**src/rtl/tx_ipv4_checksum_insert.sv**
```systemverilog
// IPv4 header checksum insertion on the first beat of each TX frame, with optional
// UDP checksum zeroing. Two registered stages (S1 capture + partial sum, S2 fold + patch).
module tx_ipv4_checksum_insert #(
  parameter int DATA_WIDTH    = 512,
  parameter int UDP_CSUM_ZERO = 1,
  parameter int STAT_WIDTH    = 32
) (
  input  logic                      tx_axis_aclk,
  input  logic                      tx_axis_areset,
  input  logic [DATA_WIDTH-1:0]     s_axis_tdata,
  input  logic [DATA_WIDTH/8-1:0]   s_axis_tkeep,
  input  logic                      s_axis_tvalid,
  input  logic                      s_axis_tlast,
  output logic                      s_axis_tready,
  output logic [DATA_WIDTH-1:0]     m_axis_tdata,
  output logic [DATA_WIDTH/8-1:0]   m_axis_tkeep,
  output logic                      m_axis_tvalid,
  output logic                      m_axis_tlast,
  input  logic                      m_axis_tready,
  output logic [STAT_WIDTH-1:0]     stat_csum_frames,
  output logic [STAT_WIDTH-1:0]     stat_bypass_frames
);

  localparam int KEEP_W = DATA_WIDTH / 8;

  function automatic logic [7:0] byte_at(input logic [DATA_WIDTH-1:0] d, input int k);
    return d[8*k +: 8];
  endfunction

  // Sum of the ten header words with the checksum field (word 5) treated as zero.
  function automatic logic [19:0] hdr_sum(input logic [DATA_WIDTH-1:0] d);
    logic [19:0] acc;
    acc = '0;
    for (int i = 0; i < 10; i++) begin
      if (i != 5) acc = acc + {4'h0, d[8*(14+2*i) +: 8], d[8*(15+2*i) +: 8]};
    end
    return acc;
  endfunction

  function automatic logic [15:0] fold_csum(input logic [19:0] s);
    logic [16:0] t1;
    logic [16:0] t2;
    t1 = {1'b0, s[15:0]} + {13'h0, s[19:16]};
    t2 = {1'b0, t1[15:0]} + {16'h0, t1[16]};
    return ~t2[15:0];
  endfunction

  logic                  sof_q, sof_d;

  logic                  vld_p1_q, vld_p1_d;
  logic [DATA_WIDTH-1:0] data_p1_q, data_p1_d;
  logic [KEEP_W-1:0]     keep_p1_q, keep_p1_d;
  logic                  last_p1_q, last_p1_d;
  logic                  sof_p1_q, sof_p1_d;
  logic                  elig_p1_q, elig_p1_d;
  logic                  udp_p1_q, udp_p1_d;
  logic [19:0]           sum_p1_q, sum_p1_d;

  logic                  vld_p2_q, vld_p2_d;
  logic [DATA_WIDTH-1:0] data_p2_q, data_p2_d;
  logic [KEEP_W-1:0]     keep_p2_q, keep_p2_d;
  logic                  last_p2_q, last_p2_d;
  logic                  sof_p2_q, sof_p2_d;
  logic                  elig_p2_q, elig_p2_d;

  logic [STAT_WIDTH-1:0] csum_cnt_q, csum_cnt_d;
  logic [STAT_WIDTH-1:0] byp_cnt_q, byp_cnt_d;

  logic                  en;
  logic                  s_rdy;
  logic                  accept;
  logic                  hdr_ok;
  logic [15:0]           csum;
  logic [DATA_WIDTH-1:0] patched;

  always_comb begin
    en     = !vld_p2_q || m_axis_tready;
    s_rdy  = !vld_p1_q || en;
    accept = s_axis_tvalid && s_rdy;
    hdr_ok = (&s_axis_tkeep[33:0]) &&
             (byte_at(s_axis_tdata, 12) == 8'h08) &&
             (byte_at(s_axis_tdata, 13) == 8'h00) &&
             (byte_at(s_axis_tdata, 14) == 8'h45);

    sof_d = sof_q;
    if (accept) sof_d = s_axis_tlast;

    // S1: capture beat, header eligibility and the unfolded word sum
    vld_p1_d  = vld_p1_q;
    data_p1_d = data_p1_q;
    keep_p1_d = keep_p1_q;
    last_p1_d = last_p1_q;
    sof_p1_d  = sof_p1_q;
    elig_p1_d = elig_p1_q;
    udp_p1_d  = udp_p1_q;
    sum_p1_d  = sum_p1_q;
    if (s_rdy) begin
      vld_p1_d  = s_axis_tvalid;
      data_p1_d = s_axis_tdata;
      keep_p1_d = s_axis_tkeep;
      last_p1_d = s_axis_tlast;
      sof_p1_d  = sof_q;
      elig_p1_d = s_axis_tvalid && sof_q && hdr_ok;
      udp_p1_d  = (UDP_CSUM_ZERO != 0) && s_axis_tvalid && sof_q && hdr_ok &&
                  (byte_at(s_axis_tdata, 23) == 8'h11) && (s_axis_tkeep[41:40] == 2'b11);
      sum_p1_d  = hdr_sum(s_axis_tdata);
    end

    // S2: fold the sum and patch the header fields into the output beat
    csum    = fold_csum(sum_p1_q);
    patched = data_p1_q;
    if (elig_p1_q) begin
      patched[8*24 +: 8] = csum[15:8];
      patched[8*25 +: 8] = csum[7:0];
    end
    if (udp_p1_q) patched[8*40 +: 16] = 16'h0000;

    vld_p2_d  = vld_p2_q;
    data_p2_d = data_p2_q;
    keep_p2_d = keep_p2_q;
    last_p2_d = last_p2_q;
    sof_p2_d  = sof_p2_q;
    elig_p2_d = elig_p2_q;
    if (en) begin
      vld_p2_d  = vld_p1_q;
      data_p2_d = patched;
      keep_p2_d = keep_p1_q;
      last_p2_d = last_p1_q;
      sof_p2_d  = sof_p1_q;
      elig_p2_d = elig_p1_q;
    end

    csum_cnt_d = csum_cnt_q;
    byp_cnt_d  = byp_cnt_q;
    if (vld_p2_q && m_axis_tready && sof_p2_q) begin
      if (elig_p2_q) csum_cnt_d = csum_cnt_q + 1'b1;
      else           byp_cnt_d  = byp_cnt_q + 1'b1;
    end
  end

  always_ff @(posedge tx_axis_aclk) begin
    if (tx_axis_areset) begin
      sof_q      <= 1'b1;
      vld_p1_q   <= 1'b0;
      vld_p2_q   <= 1'b0;
      data_p2_q  <= '0;
      keep_p2_q  <= '0;
      last_p2_q  <= 1'b0;
      csum_cnt_q <= '0;
      byp_cnt_q  <= '0;
    end else begin
      sof_q      <= sof_d;
      vld_p1_q   <= vld_p1_d;
      vld_p2_q   <= vld_p2_d;
      data_p2_q  <= data_p2_d;
      keep_p2_q  <= keep_p2_d;
      last_p2_q  <= last_p2_d;
      csum_cnt_q <= csum_cnt_d;
      byp_cnt_q  <= byp_cnt_d;
    end
  end

  // Payload and side-band flags are qualified by the valid bits, so they carry no reset.
  always_ff @(posedge tx_axis_aclk) begin
    data_p1_q <= data_p1_d;
    keep_p1_q <= keep_p1_d;
    last_p1_q <= last_p1_d;
    sof_p1_q  <= sof_p1_d;
    elig_p1_q <= elig_p1_d;
    udp_p1_q  <= udp_p1_d;
    sum_p1_q  <= sum_p1_d;
    sof_p2_q  <= sof_p2_d;
    elig_p2_q <= elig_p2_d;
  end

  assign s_axis_tready      = s_rdy;
  assign m_axis_tdata       = data_p2_q;
  assign m_axis_tkeep       = keep_p2_q;
  assign m_axis_tvalid      = vld_p2_q;
  assign m_axis_tlast       = last_p2_q;
  assign stat_csum_frames   = csum_cnt_q;
  assign stat_bypass_frames = byp_cnt_q;

endmodule

```
**config.mk**
```make
export PLATFORM = sky130hd
export DESIGN_NAME = tx_ipv4_checksum_insert
export DESIGN_NICKNAME = d
export VERILOG_FILES = /design/src/rtl/tx_ipv4_checksum_insert.sv
export SDC_FILE = /design/constraint.sdc
export NUM_CORES = 2
export LEC_CHECK = 0
export ABC_AREA = 1
export BUFFER_PORTS_ARGS = -buffer_cell sky130_fd_sc_hd__buf_2
export CORE_AREA = 2 2 481 483
export CTS_CLUSTER_SIZE = 28
export DETAILED_ROUTE_END_ITERATION = 16
export DIE_AREA = 0 0 483 485
export GPL_ROUTABILITY_DRIVEN = 0
export GPL_TIMING_DRIVEN = 1
export PLACE_DENSITY = 0.42
export SETUP_SLACK_MARGIN = 0.05
export SLEW_MARGIN = 20
export SYNTH_ARGS = -nofsm -noshare
export SYNTH_HDL_FRONTEND = slang
export SYNTH_SLANG_ARGS = --single-unit
```
**constraint.sdc**
```tcl
create_clock -name tx_axis_aclk -period 15.2 [get_ports tx_axis_aclk]
set_input_delay 0.76 -clock tx_axis_aclk [delete_from_list [all_inputs] [get_ports tx_axis_aclk]]
set_output_delay 0.76 -clock tx_axis_aclk [all_outputs]
set_load 0.03 [all_outputs]
```
==> run_results.csv <==
group,metric,value,unit
synthesis,async_reset_ff_share,0,%
synthesis,synth_sequential_area_ratio,64.7,%
clock_network,cts_root_buf,"clkbuf_16",
run,drv_cap,0,
place,io_buffers,1223,
sta,worst_pin_slew,1.06,ns
worst_setup_path,crit_family,"compound AO/OA/AOI/OAI gates",
global_routing,antenna_found_initial,93,
layout,drive_gt1_share,25.9,%
sta,fin_hold_ws,0.124,ns
clock_network,clock_path_buffers,3,
sta,slew-limit-headroom,29.2,%
detailed_routing,drt-initial-drc-count,2146,
worst_hold_path,hold_path.class,"in2reg",
detailed_routing,route.detailed.drc,0,
worst_setup_path,cp_slowest_stage_delay,0.45,ns
detailed_routing,antenna_left,0,
synthesis,synth.area.top_cells,"edfxtp_1, dfxtp_1, nor2_1",
place,dpl_worst_slack,5.06,ns
synthesis,synth.top_cell.area_share,37.8,%
synthesis,yosysTopAreaCell,"edfxtp_1",
synthesis,yosysMostFrequentCell,"nor2_1",
worst_setup_path,worstPathArrival,9.83,ns
synthesis,synth_ff_type,"dfxtp_1",
worst_setup_path,critical_path.slowest_cell,"o31ai_1",
status,status,"finished clean",
worst_hold_path,holdCritStartpoint,"s_axis_tdata[378]",
sta,finalMaxSlewViolations,0,
synthesis,yosysUniqueCellTypes,52,
worst_setup_path,worstSetupPathType,"in2reg",
worst_setup_path,path_buf_inv,5,
sta,fin_crit_sh,61.1,%
worst_setup_path,rr_worst_depth,26,
detailed_routing,dr.pass1.iters,5,
sta,finalClockSkew,0.0511,ns
global_routing,grt_overflow,0,
sta,hold_viol_final,0,
worst_setup_path,cp_common_cell,"ha_1",
layout,syn2layout_area_growth,30.6,%
worst_hold_path,whs_endpoint,"data_p1_q[378]$_DFFE_PN_",
floorplanning,placementRows,176,
floorplanning,core,0.229,mm²
synthesis,synth-warning-count,0,
worst_hold_path,hold_depth,1,
place,dp_hpwl,153,mm
clock_network,path_clk_slew,0.07,ns
place,placed_area,0.0573,mm²
layout,final_area,0.0626,mm²
clock_network,cts_sinks,1246,
synthesis,syn_avg_cell_area,10.2,µm²
clock_network,tritoncts,"yes",
clock_network,post_cts_resized,0,
worst_setup_path,reg2reg_from,"sum_p1_q[16]$_DFFE_PN_",
sta,grt_setup_unrepaired,"no",
synthesis,synth_edf_count,602,
sta,period_minus_slack,9.29,ns
detailed_routing,finalWirelength,199,mm
floorplanning,ios,1224,
worst_setup_path,cp.required,15.74,ns
sta,finalSetupViolCount,0,
floorplanning,dieArea,0.234,mm²
floorplanning,initial_core_util,20.9,%
synthesis,yosys-top-cells-count,"nor2_1, o21ai_0, dfxtp_1, edfxtp_1, nand2_1",
worst_setup_path,cp_max_fo,6,
worst_setup_path,r2r-end,"m_axis_tdata[199]$_SDFFE_PP0P_",
worst_setup_path,endpoint_kind,"register",
clock_network,htree_levels,4,
clock_network,cts_buffers,153,
global_routing,grt_pass1_wl,280,mm
layout,fillers,24416,
floorplanning,die_h,485,µm
sta,max_freq,108,MHz
detailed_routing,routed_via_density,4.21,
global_routing,grt_use_total,16.4,%
detailed_routing,wire_per_inst,21.9,µm
synthesis,syn_area,0.0479,mm²
sta,tns,0,ns
synthesis,netlist_instances,4679,
sta,layout_setup_ws,5.91,ns
global_routing,grt_pass1_vias,37179,
floorplanning,dieWidth,483,µm
synthesis,synth_fp_nets,5414,
clock_network,postCtsHoldBufs,0,
clock_network,clkLatencyLatePin,0.81,ns
worst_setup_path,start_kind,"input pin",
layout,fin_nets,6616,
clock_network,cts_setup_buffers,0,
worst_setup_path,regToRegSetupSlack,10.33,ns
synthesis,ys_seq_elements,1246,
detailed_routing,vias,38231,
global_routing,grt_max_degree,196,
per-stage QoR:
| step | util [%] | std cells |
|---|---|---|
| detailed placement | 25.0 | 8752 |
| floorplan | - | 4679 |
| finish | 27.3 | 9082 |
| CTS | 27.3 | 9039 |
| global placement | 25.0 | 8752 |
| global route | 27.3 | 9043 |
worst max-delay path by stage:
stage | start | end | slack (ns) | depth (start not counted)
2_1_floorplan | m_axis_tready | data_p1_q[0]$_DFFE_PN_ | 5.90 | 3
3_3_place_gp | s_axis_tdata[120] | sum_p1_q[18]$_DFFE_PN_ | 5.21 | 47
4_1_cts | s_axis_tdata[136] | sum_p1_q[18]$_DFFE_PN_ | 5.94 | 42
5_1_grt | s_axis_tdata[136] | sum_p1_q[18]$_DFFE_PN_ | 5.20 | 42
6_report | s_axis_tdata[136] | sum_p1_q[18]$_DFFE_PN_ | 5.91 | 46
3_5_place_dp | s_axis_tdata[136] | sum_p1_q[18]$_DFFE_PN_ | 5.06 | 46
placed cells by master (no fill, tap or decap), types with 84 or more instances in the layout:
master and instances:
xor2_1 84, buf_2 1223, edfxtp_1 602, ha_1 145, nor2_1 1214, inv_1 218, nand2_1 353, a21oi_1 158
o21ai_0 664, clkbuf_16 155, dfxtp_1 644
routing by layer:
| layer | vias up | GRT usage, % | share of wire (%) |
|---|---|---|---|
| met1 | 18271 | 20.7 | 43 |
| met4 | 56 | 3.14 | 1.8 |
| met3 | 289 | 5.36 | 8.1 |
| met5 | - | 0 | 0.18 |
| li1 | 18366 | - | - |
| met2 | 1249 | 27.4 | 47 |
flip-flops by register name, indices dropped and copies added, names as in the netlist:
register / flops
keep_p1_q: 64
stat_csum_frames: 32
udp_p1_q: 1
elig_p1_q: 1
sum_p1_q: 20
m_axis_tlast: 1
sof_p1_q: 1
stat_bypass_frames: 32
last_p1_q: 1
elig_p2_q: 1
data_p1_q: 512
sof_p2_q: 1
m_axis_tdata: 512
sof_q: 1
m_axis_tkeep: 64
m_axis_tvalid: 1
vld_p1_q: 1
cell families after synthesis:
logic type | count (synthesis) | share of synthesized area (%)
flip-flops | 1246 | 64.7
buffers and inverters | 428 | 3.35
AO/OA/AOI/OAI | 915 | 9.98
AND/OR/NAND/NOR | 1800 | 15.3
XOR/XNOR | 136 | 2.49
adder cells (fa/ha/maj) | 154 | 4.16
layout make-up:
cell class,count,area [µm²],share of cell area (%)
diodes,43,108,0.172
clock buffers,226,4400,7.03
clock inverters,61,726,1.16
inverters,226,863,1.38
multi-input cells,3005,15300,24.5
flip-flops and latches,1246,31000,49.5
well taps,3026,3790,6.05
repair buffers,1249,6380,10.2
Power is not shown: default switching activity piles up to over one toggle a cycle in this logic, so the estimate is an artifact.
